$ cat src/rtl/relay_scheduler.sv
// rtl/relay_scheduler.sv - round-robin sequencer for relays sharing one driver supply
// At most one relay is on; each grant is a fixed on-time followed by an all-off guard gap.
module relay_scheduler #(
   parameter int N_CH            = 4,
   parameter int CLK_FREQ        = 50000000,
   parameter int ACTIVE_TIME_SEC = 5,
   parameter int GAP_CYCLES      = 5000000,
   localparam int CH_W           = (N_CH > 1) ? $clog2(N_CH) : 1
) (
   input  logic            clk,
   input  logic            rst_n,
   input  logic [N_CH-1:0] req,
   input  logic [N_CH-1:0] ch_en,
   input  logic            abort,
   output logic [N_CH-1:0] relay_out,
   output logic            busy,
   output logic [CH_W-1:0] active_ch,
   output logic [N_CH-1:0] pending,
   output logic            done
);

   localparam longint ACTIVE_CYCLES = longint'(CLK_FREQ) * longint'(ACTIVE_TIME_SEC);
   localparam logic [31:0] ACT_LAST = 32'(ACTIVE_CYCLES - 1);
   localparam logic [31:0] GAP_LAST = 32'(GAP_CYCLES - 1);

   typedef enum logic [1:0] {S_IDLE, S_ON, S_GAP} state_t;

   state_t          state_q;
   logic [N_CH-1:0] relay_q;
   logic [CH_W-1:0] active_q;
   logic [N_CH-1:0] pending_q;
   logic            done_q;
   logic [N_CH-1:0] req_prev_q;
   logic [CH_W-1:0] ptr_q;
   logic [31:0]     cnt_q;

   logic [N_CH-1:0] req_edge;
   logic [N_CH-1:0] avail;
   logic [N_CH-1:0] set_mask;
   logic [N_CH-1:0] active_oh;
   logic [N_CH-1:0] grant_oh;
   logic [CH_W-1:0] grant_idx;
   logic [CH_W-1:0] ptr_d;
   logic            grant_vld;
   logic            do_grant;
   logic            retrig;

   // First set bit at or after ptr, wrapping; MSB of the result flags a hit.
   function automatic logic [CH_W:0] pick(input logic [N_CH-1:0] p, input logic [CH_W-1:0] ptr);
      logic [CH_W:0] r;
      int            idx;
      r = '0;
      for (int i = N_CH - 1; i >= 0; i--) begin
         idx = (int'(ptr) + i) % N_CH;
         if (p[CH_W'(idx)]) r = {1'b1, CH_W'(idx)};
      end
      return r;
   endfunction

   always_comb begin
      req_edge  = req & ~req_prev_q;
      avail     = pending_q & ch_en;
      {grant_vld, grant_idx} = pick(avail, ptr_q);
      grant_oh  = '0;
      if (grant_vld) grant_oh[grant_idx] = 1'b1;
      active_oh = '0;
      active_oh[active_q] = 1'b1;
      retrig    = (state_q == S_ON) && req_edge[active_q];
      // An edge on the channel being driven extends it instead of queueing it.
      set_mask  = req_edge & ch_en & ((state_q == S_ON) ? ~active_oh : {N_CH{1'b1}});
      do_grant  = grant_vld &&
                  ((state_q == S_IDLE) || ((state_q == S_GAP) && (cnt_q == GAP_LAST)));
      ptr_d     = (grant_idx == CH_W'(N_CH - 1)) ? '0 : grant_idx + 1'b1;
   end

   always_ff @(posedge clk or negedge rst_n) begin
      if (!rst_n) begin
         state_q    <= S_IDLE;
         relay_q    <= '0;
         active_q   <= '0;
         pending_q  <= '0;
         done_q     <= 1'b0;
         req_prev_q <= '0;
         ptr_q      <= '0;
         cnt_q      <= '0;
      end else begin
         req_prev_q <= req;
         done_q     <= 1'b0;
         if (abort) begin
            relay_q   <= '0;
            pending_q <= '0;
            state_q   <= S_IDLE;
            cnt_q     <= '0;
         end else begin
            pending_q <= avail | set_mask;
            case (state_q)
               S_IDLE: ;
               S_ON: begin
                  if (!ch_en[active_q]) begin
                     relay_q <= '0;
                     state_q <= S_GAP;
                     cnt_q   <= '0;
                  end else if (retrig) begin
                     cnt_q <= '0;
                  end else if (cnt_q == ACT_LAST) begin
                     relay_q <= '0;
                     done_q  <= 1'b1;
                     state_q <= S_GAP;
                     cnt_q   <= '0;
                  end else begin
                     cnt_q <= cnt_q + 32'd1;
                  end
               end
               S_GAP: begin
                  if (cnt_q == GAP_LAST) state_q <= S_IDLE;
                  else                   cnt_q   <= cnt_q + 32'd1;
               end
               default: state_q <= S_IDLE;
            endcase
            // A same-edge request on the granted channel survives in pending.
            if (do_grant) begin
               state_q   <= S_ON;
               relay_q   <= grant_oh;
               active_q  <= grant_idx;
               ptr_q     <= ptr_d;
               cnt_q     <= '0;
               pending_q <= (avail & ~grant_oh) | set_mask;
            end
         end
      end
   end

   assign relay_out = relay_q;
   assign busy      = (state_q != S_IDLE);
   assign active_ch = active_q;
   assign pending   = pending_q;
   assign done      = done_q;

endmodule

$ cat config.mk
export PLATFORM = sky130hd
export DESIGN_NAME = relay_scheduler
export DESIGN_NICKNAME = d
export VERILOG_FILES = /design/src/rtl/relay_scheduler.sv
export SDC_FILE = /design/constraint.sdc
export NUM_CORES = 1
export LEC_CHECK = 0
export ABC_AREA = 1
export CORE_MARGIN = 2
export CORE_UTILIZATION = 30
export DETAILED_ROUTE_END_ITERATION = 7
export DONT_BUFFER_PORTS = 1
export PLACE_DENSITY = 0.54
export SETUP_SLACK_MARGIN = 0.5
export SYNTH_ARGS = -nofsm -noshare
export SYNTH_HDL_FRONTEND = slang
export SYNTH_SLANG_ARGS = --single-unit
$ cat constraint.sdc
create_clock -name clk -period 4.2 [get_ports clk]
set_input_delay 0.84 -clock clk [delete_from_list [all_inputs] [get_ports clk]]
set_output_delay 0.84 -clock clk [all_outputs]
set_load 0.05 [all_outputs]
Word-level counts from Yosys, hierarchy flattened
Cells that the tools add are included.

operators by class
  reduce and logical (&&, ||, !) cells = 14
  div/mod/pow operators = 0
  shift operators = 0
  equal/unequal tests = 12
  bitwise logic cells = 11
  $mul = 0
  mux-type cells = 54
  add/subtract/negate cells = 5
  order comparisons = 8

operators by type and width
  operator                 count
  $mux W32                 6
  $pmux W32 S2             1
  $mux W4                  10
  $add A32 B1 Y32 const B  1
  $eq A32 B23 Y1 const B   1
  $eq A32 B28 Y1 const B   1
  $and A4 B4 Y4            5
  $mux W1                  17
  $lt A2 B4 Y1 const B     4
  $mux W2                  7
  $bmux W1 S2              6
  $mux W3                  4
  $not A4 Y4               3
  $ne A4 B3 Y1 const B     2
  $ne A4 B4 Y1 const B     2
  $or A4 B4 Y4             2
  $lt A2 B3 Y1 const B     2
  $pmux W2 S3              1
  $logic_and A1 B1 Y1      5
  $ne A5 B4 Y1 const B     1
  $ne A5 B5 Y1 const B     1
  $add A2 B1 Y2 const B    2
  $add A2 B2 Y2 const B    2
  $demux W1 S2             2
  other kinds (13)         16

word-level totals
  bits in latches = 0
  output and inout bits = 12
  memories = 0
  flip-flop bits (word level) = 51
  memory bits (writable) = 0
  bits of input ports = 11
  logic and storage cells = 112
  memory bits (read-only) = 0

Logic depth before layout (Yosys ltp)
Gate-level depths: netlist of the first run.

  word-level depth = 18
  depth in mapped cells = 16
  depth with buffers taken out = 14

Worst setup path after synthesis of the first run
Ideal clock, no wire load.

  path kind = input -> register
  from = in ch_en[0]
  to = reg ptr_q[1]
  path slack = 2.080 ns
  buffers on the path = 0
  data arrival time = 1.993 ns
  cell stages on the path = 10
  setup time = 0.127 ns
  data required time = 4.073 ns
  cell sequence = nand2_1 > o21ai_0 > nand2_1 > nand2_1 > inv_1 > nand3_1 > nand2_1 > ha_1 > nand2_1 > o21ai_0

between the ends
  cells in the longest elaborated chain, start to end = 10
  elaborated cells on any way between the ends = 22
  classes of those cells = add/sub: 1; eq/ne: 1; mux: 17; bitwise: 1; reduce/logical: 2

RTL lines
  what                                                  line  RTL
  start: declaration                                    13    input logic [N_CH-1:0] ch_en,
  $and A4 B4 Y4 *                                       62    avail = pending_q & ch_en;
  $bmux W1 S2                                           55    if (p[CH_W'(idx)]) r = {1'b1, CH_W'(idx)};
  $mux W1 (not written as such) (2 in a row)            55
  $mux W3 (3 in a row)                                  55
  $mux W3 *                                             55
  $add A2 B1 Y2 / $eq A2 B2 Y1 (equally long branches)  73    ptr_d = (grant_idx == CH_W'(N_CH - 1)) ? '0 : grant_idx + 1'b1;
  $mux W2 *                                             73
  via ptr_d[1]                                          43    logic [CH_W-1:0] ptr_d;
  end signal: assignment                                125   ptr_q <= ptr_d;
  end: declaration                                      34    logic [CH_W-1:0] ptr_q;

Mark *: on every way through the listed nets, which the timed path passes. The rest lies on a longest branch. The select of a mux whose other input is x is not followed.
A chain may end at the register's enable or synchronous reset.

Worst setup path in the final report of the first run
  from = reg cnt_q[0]
  to = reg cnt_q[15]

between the ends
  cells in the longest elaborated chain, start to end = 7
  elaborated cells on any way between the ends = 16
  classes of those cells = add/sub: 1; eq/ne: 3; mux: 7; reduce/logical: 5

RTL lines
  what                                                      line           RTL
  start: declaration                                        35             logic [31:0] cnt_q;
  start signal: assignment                                  111            cnt_q <= cnt_q + 32'd1;
  start signal: assignment                                  116            else cnt_q <= cnt_q + 32'd1;
  $add A32 B1 Y32 / $eq A32 B28 Y1 (equally long branches)  111, 116, 105
  $mux W32                                                  105            end else if (cnt_q == ACT_LAST) begin
  $mux W32                                                  103            end else if (retrig) begin
  $mux W32                                                  99             if (!ch_en[active_q]) begin
  $pmux W32 S2                                              96             case (state_q)
  $mux W32                                                  121            if (do_grant) begin
  $mux W32                                                  89             if (abort) begin

Several ways; a longest one is shown, not always the timed one. The select of a mux whose other input is x is not followed.

==> flow_metrics.py, run 1 <==
metrics = {
    "cts": {
        "holdBufCountCts": 0,
        "cts_num_sinks": 51,
        "h-tree-depth": 2,
        "postCtsSetupRepairBufs": 0,
        "cts_clk_pin_slew_worst_paths_ns": 0.07,
        "cts_repair_resize_count": 0,
        "cts_tree": "yes",
        "cts.root.buffer_cell": "clkbuf_16",
        "cts_max_path_buffers": 2,
        "worst_skew_pair.late_latency_ns": 0.30,
        "cts_buf_count": 5,
    },
    "place": {
        "place.gp.congestion": 0.916,
        "placed_cell_area_sq_mm": 0.00390,
        "total_placed_cells_including_tap_cells": 757,
        "post-dp-hpwl_um": 7800,
        "number_of_port_buffers": 0,
    },
    "detailed_routing": {
        "remaining_drc_errors": 0,
        "route.vias.total": 3640,
        "post_drt_wl_per_cell_um": 13.0,
        "dr.pass1.iters": 5,
        "drtIter0Drc": 281,
        "post_drt_via_cell_ratio": 4.76,
        "antenna_violating_nets_post_route": 0,
        "drt-total-wl_um": 9950,
    },
    "setup_path": {
        "critical_path.max_fanout": 30,
        "crit_path_cell_trace": "ha_1, nand2_2, nor2_4, nand2_1, nor2_1, nand3_1, nand2_2, nand2_4, nand3_4, nand2_1, inv_1, nor2_1",
        "worst-path-buf-inv": 1,
        "cp-start-kind": "flip-flop",
        "worst-endpoint-arrival_ns": 2.78,
        "critical_path.endpoint_type": "flip-flop",
        "critPathRequiredTime_ns": 4.39,
        "path_class": "flip-flop to flip-flop",
        "critical-path-slowest-cell": "dfrtp_1",
        "critPathMaxStageDelay_ns": 0.39,
        "critPathTopFamily": "simple AND/OR/NAND/NOR gates",
    },
    "finish": {
        "layout.cells.most_common": "nand2_1",
        "post_route_cells_drive_above_1_share": 0.0556,
        "layout-area-overhead-vs-synth_pct": 7.50,
        "finish.cell_count_without_fillers": 765,
        "final_design_area_no_fill_sq_mm": 0.00407,
        "num_antenna_cells": 0,
        "fin_nets": 608,
        "layout_common_cells": "nand2_1 (196), inv_1 (86), nor2_1 (81)",
    },
    "timing": {
        "relSlewSlack": 0.599,
        "fin_tns_setup_ns": 0,
        "clock-skew-final_ns": 0.00881,
        "finalSetupViolCount": 0,
        "fmaxAchievable_ghz": 0.386,
        "grt_setup_unrepaired": "false",
        "finalWorstPathRequiredPeriod_ns": 2.59,
        "tightestPinTransition_ns": 0.601,
        "final-hold-violation-count": 0,
        "drv_slew": 0,
        "period_share": 0.618,
    },
    "floorplan": {
        "placement_rows": 41,
        "core_area_sq_mm": 0.0125,
        "die-height_um": 116,
        "floorplan.initialDensity": 0.304,
        "floorplan.io_pins": 23,
        "chip_width_um": 116,
        "fp.dieArea_sq_mm": 0.0135,
    },
    "synthesis": {
        "syn-cell-area_sq_mm": 0.00379,
        "average_instance_area_after_synthesis_sq_um": 6.34,
        "synth_seq_area_share": 0.337,
        "post_synth_num_cell_types": 37,
        "yosys_warnings": 0,
        "ys_seq_elements": 51,
        "synthesis.instances": 598,
        "mapped_nets": 614,
    },
    "power_and_ir_drop": {
        "total_power_w": 0.00183,
        "p_leak_nw": 1.89,
        "pwr_density_cell_mw_per_mm2": 449,
        "vdd_drop_max_v": 0.000209,
    },
    "global_route": {
        "globalRoute.totalOverflow": 0,
        "grt_max_degree": 52,
        "grt_antenna_before_repair": 0,
        "first_global_vias": 3410,
        "global_route_wire_length_before_repair_um": 16600,
        "grt_use_total": 0.155,
    },
    "hold_path": {
        "holdCritPathClass": "primary input to asynchronous set/reset pin",
    },
    "outcome": {
        "status": "completed",
    },
    "job": {
        "cap_viol_max_count": 0,
    },
}
[power breakdown]
part	internal, W	switching, W	total, W
logic	0.000185	0.000514	0.000699
clock network	0.000285	0.000200	0.000485
registers	0.000532	0.000113	0.000646
total	0.00100	0.000827	0.00183
[registers in the layout, summed over array words and instances, names as in the netlist]
signal and count:
active_ch 2, cnt_q 32, done 1, pending 4
ptr_q 2, relay_out 4, req_prev_q 4, state_q 2
[worst paths after layout]
check                                       startpoint                endpoint  slack, ns  cells past startpoint
worst max-delay path              cnt_q[0]$_DFFE_PN0P_   cnt_q[15]$_DFFE_PN0P_       1.61                     12
worst min-delay path                             rst_n    cnt_q[7]$_DFFE_PN0P_       0.23                      0
worst max register to register    cnt_q[0]$_DFFE_PN0P_   cnt_q[15]$_DFFE_PN0P_       1.61                     12
worst min register to register  state_q[1]$_DFFE_PN0P_  state_q[1]$_DFFE_PN0P_       0.50                      2
max in group asynchronous                        rst_n   cnt_q[27]$_DFFE_PN0P_       3.87                      0
min in group clk                state_q[1]$_DFFE_PN0P_  state_q[1]$_DFFE_PN0P_       0.50                      2
[worst register-to-register path, cell delays in order (launching register included)]
cell and delay, ns:
dfrtp_1 0.39, ha_1 0.22, nand2_2 0.10, nor2_4 0.16, nand2_1 0.10, nor2_1 0.23
nand3_1 0.13, nand2_2 0.11, nand2_4 0.14, nand3_4 0.28, nand2_1 0.34, inv_1 0.22
nor2_1 0.07
[cell usage after synthesis, drive strengths merged]
master	count	area, sq um
nand3b	1	11.3
o21bai	1	7.51
xor2	2	17.5
a21o	1	7.51
a21oi	24	128
a31oi	2	12.5
clkinv	2	7.51
ha	5	62.6
nand2	203	785
nand4	24	163
nor2	87	360
o2111ai	1	8.76
nor4	1	6.26
clkbuf	1	3.75
dfrtp	51	1280
buf	13	108
nand3	52	278
o21ai	27	135
nor3	11	70.1
o22ai	1	6.26
inv	87	327
nor4b	1	8.76
[cell families (layout without fill, tap and decap cells)]
family	Yosys count	after routing	share of synthesized area
AOI/OAI and AO/OA	57	57	0.0806
xor gates and xnor gates	2	2	0.00462
adders and majority gates	5	5	0.0165
buffers and inverters	103	98	0.118
DFF	51	51	0.337
and+or+nand+nor	380	380	0.444
[layer usage]
metal | up-vias | track usage | routed length (um)
li1 | 1880 | - | -
met3 | 18 | 0.0374 | 510
met4 | 0 | 0.0460 | 220
met5 | - | 0 | 0
met1 | 1663 | 0.203 | 4610
met2 | 79 | 0.253 | 4610
[area by class of cell]
class | instances | area, sq um
multi-input combinational | 444 | 2070
clock buffer | 5 | 125
clock inverter | 3 | 47.5
tap | 172 | 215
timing repair buffer | 1 | 7.51
fill | 1361 | 8390
sequential | 51 | 1280
inverter | 89 | 334
[through the flow]
stage                     utilization  setup WS (ns)  hold WS [ns]
after floorplan                     -           2.08         0.467
after global placement          0.313           1.49         0.489
after detailed placement        0.313           1.42         0.487
after CTS                       0.327           1.55         0.227
after global routing            0.327           1.28         0.220
final                           0.327           1.61         0.230
(Power assumes the default switching activity.)
==> run 2, diff against run 1 <==
--- a/config.mk
+++ b/config.mk
@@ -10,7 +10,7 @@
 export CORE_UTILIZATION = 30
 export DETAILED_ROUTE_END_ITERATION = 7
 export DONT_BUFFER_PORTS = 1
-export PLACE_DENSITY = 0.54
+export PLACE_DENSITY = 0.55
 export SETUP_SLACK_MARGIN = 0.5
 export SYNTH_ARGS = -nofsm -noshare
 export SYNTH_HDL_FRONTEND = slang
==> constraint.sdc (replaced) <==
create_clock -name clk -period 2.1 [get_ports clk]
set_input_delay 0.42 -clock clk [delete_from_list [all_inputs] [get_ports clk]]
set_output_delay 0.42 -clock clk [all_outputs]
set_load 0.05 [all_outputs]
==> run 2 against run 1 <==
The flow now finishes with violations (negative hold slack). Cell count rose by 12%. Count of clock-buffer cells in the layout up 3. Global-route usage rose by 2.6 points. Total power rose to 2.9 times the previous value. Critical path depth unchanged. Cell area increased by 33%. Maximum frequency rose by 30%. Clock power rose by 71%. Routed wire length grew 25%. Die area unchanged. Sequential cell count is the same. Critical path type unchanged. Highest routed layer unchanged.
==> flow_metrics.py, run 2 (synthesized netlist as in run 1, its figures left out) <==
metrics = {
    "timing": {
        "finalSetupViolCount": 0,
        "drv_slew": 0,
        "final-hold-violation-count": 51,
        "period_share": 0.949,
        "tightestPinTransition_ns": 0.555,
        "fmaxAchievable_ghz": 0.502,
        "grt_setup_unrepaired": "true",
        "fin_tns_setup_ns": 0,
        "timing.hold.ws_ns": -0.196,
        "finalWorstPathRequiredPeriod_ns": 1.99,
        "relSlewSlack": 0.627,
        "clock-skew-final_ns": 0.0100,
    },
    "global_route": {
        "grt_util_met1": 0.234,
        "grt_use_total": 0.181,
        "met3_usage": 0.0353,
        "global_route_wire_length_before_repair_um": 19100,
        "grt_max_degree": 52,
        "grt-busiest-layer": "met2",
        "grt_antenna_before_repair": 0,
        "first_global_vias": 3996,
        "globalRoute.totalOverflow": 0,
        "met2_usage": 0.303,
    },
    "detailed_routing": {
        "post_drt_via_cell_ratio": 4.94,
        "post_drt_wl_per_cell_um": 14.6,
        "remaining_drc_errors": 0,
        "antenna_violating_nets_post_route": 0,
        "drtIter0Drc": 259,
        "dr.pass1.iters": 5,
        "drt-total-wl_um": 12400,
        "route.vias.total": 4217,
    },
    "finish": {
        "largest_register_ffs": 32,
        "layout.cells.most_common": "nand2_1",
        "fin_nets": 696,
        "layout-area-overhead-vs-synth_pct": 43.5,
        "layout_common_cells": "nand2_1 (155), inv_1 (71), buf_4 (66)",
        "largest_register": "cnt_q",
        "final_design_area_no_fill_sq_mm": 0.00544,
        "post_route_cells_drive_above_1_share": 0.351,
        "num_antenna_cells": 0,
    },
    "setup_path": {
        "critPathTopFamily": "simple AND/OR/NAND/NOR gates",
        "worst-endpoint-arrival_ns": 2.19,
        "critPathMaxStageDelay_ns": 0.46,
        "cp-start-kind": "flip-flop",
        "crit_path_cell_trace": "buf_6, buf_4, o21ai_2, nor2_1, nand2_2, nand2_4, nand3_4, buf_12, buf_12, nand2_4, o21ai_2, nor2_1",
        "critical_path.endpoint_type": "flip-flop",
        "critPathRequiredTime_ns": 2.30,
        "critical_path.max_fanout": 6,
        "path_class": "flip-flop to flip-flop",
        "critical-path-slowest-cell": "dfrtp_2",
        "worst-path-buf-inv": 4,
        "ff2ff_setup_slack_ns": 0.11,
    },
    "power_and_ir_drop": {
        "p_leak_nw": 2.53,
        "vdd_drop_max_v": 0.000544,
        "power.internal_w": 0.00293,
        "pwr-share-comb": 0.606,
        "total_power_w": 0.00524,
        "p_clk_frac": 0.158,
        "seqPwrFrac": 0.235,
        "net-switching-power_w": 0.00232,
        "pwr_density_cell_mw_per_mm2": 965,
        "swShare": 0.442,
    },
    "floorplan": {
        "chip_width_um": 116,
        "placement_rows": 41,
        "core_area_sq_mm": 0.0125,
        "floorplan.initialDensity": 0.304,
        "fp.dieArea_sq_mm": 0.0135,
        "floorplan.io_pins": 23,
        "die-height_um": 116,
    },
    "cts": {
        "cts_buf_count": 5,
        "cts_tree": "yes",
        "h-tree-depth": 2,
        "cts.root.buffer_cell": "clkbuf_16",
        "cts_num_sinks": 51,
        "cts_clk_pin_slew_worst_paths_ns": 0.07,
        "worst_skew_pair.late_latency_ns": 0.31,
        "cts_max_path_buffers": 2,
    },
    "job": {
        "cap_viol_max_count": 0,
    },
    "place": {
        "number_of_port_buffers": 0,
        "post-dp-hpwl_um": 8470,
        "place.gp.congestion": 0.886,
        "placed_cell_area_sq_mm": 0.00439,
    },
    "outcome": {
        "violations": "negative hold slack",
        "status": "finished with violations",
    },
    "hold_path": {
        "holdCritPathClass": "primary input to asynchronous set/reset pin",
    },
}
run 2: what timing repair did:
action	CTS	global route
setup buffers	19	14
cloned	3	4
pin swaps	19	37
gates resized for setup	71	78
endpoints found under the setup margin	47	48
endpoints found under the hold margin	51	51
run 2: path summary, 6_finish.rpt:
check	startpoint	endpoint	depth (start not counted)
setup / recovery	ptr_q[0]$_DFFE_PN0P_	cnt_q[13]$_DFFE_PN0P_	12
hold / removal	rst_n	cnt_q[1]$_DFFE_PN0P_	0
setup reg to reg	ptr_q[0]$_DFFE_PN0P_	cnt_q[13]$_DFFE_PN0P_	12
hold reg to reg	state_q[1]$_DFFE_PN0P_	state_q[1]$_DFFE_PN0P_	2
max in group asynchronous	rst_n	active_ch[1]$_DFFE_PN0P_	0
min in group clk	req[3]	req_prev_q[3]$_DFF_PN0_	0
run 2: metrics by stage:
stage	hold WS [ns]	worst slack [ns]	util	instances
after CTS	-0.198	0.148	0.397	835
final	-0.196	0.106	0.436	853
after detailed placement	0.128	-0.00334	0.353	805
after global routing	-0.208	-0.0155	0.436	853
after floorplan	0.124	0.305	-	598
after global placement	0.128	0.0366	0.353	805
run 2: final cells by class:
class	count	area [sq um]
multi-input cells	445	2590
clock buffers	8	136
flip-flops and latches	51	1290
fillers	1235	7030
repair buffers	88	852
inverters	89	350
well taps	172	215
run 2: power by group through the flow:
stage | clock (W) | sequential, W | combinational [W]
floorplan | 0 | 0.00126 | 0.00143
global placement | 0 | 0.00124 | 0.00191
detailed placement | 0 | 0.00124 | 0.00193
CTS | 0.000843 | 0.00123 | 0.00250
global route | 0.000887 | 0.00125 | 0.00339
finish | 0.000830 | 0.00123 | 0.00318
run 2: routing by layer:
metal	vias to the layer above	wire [um]
met5	-	0
met4	0	217
met3	16	647
met2	118	6050
met1	2017	5510
li1	2066	-
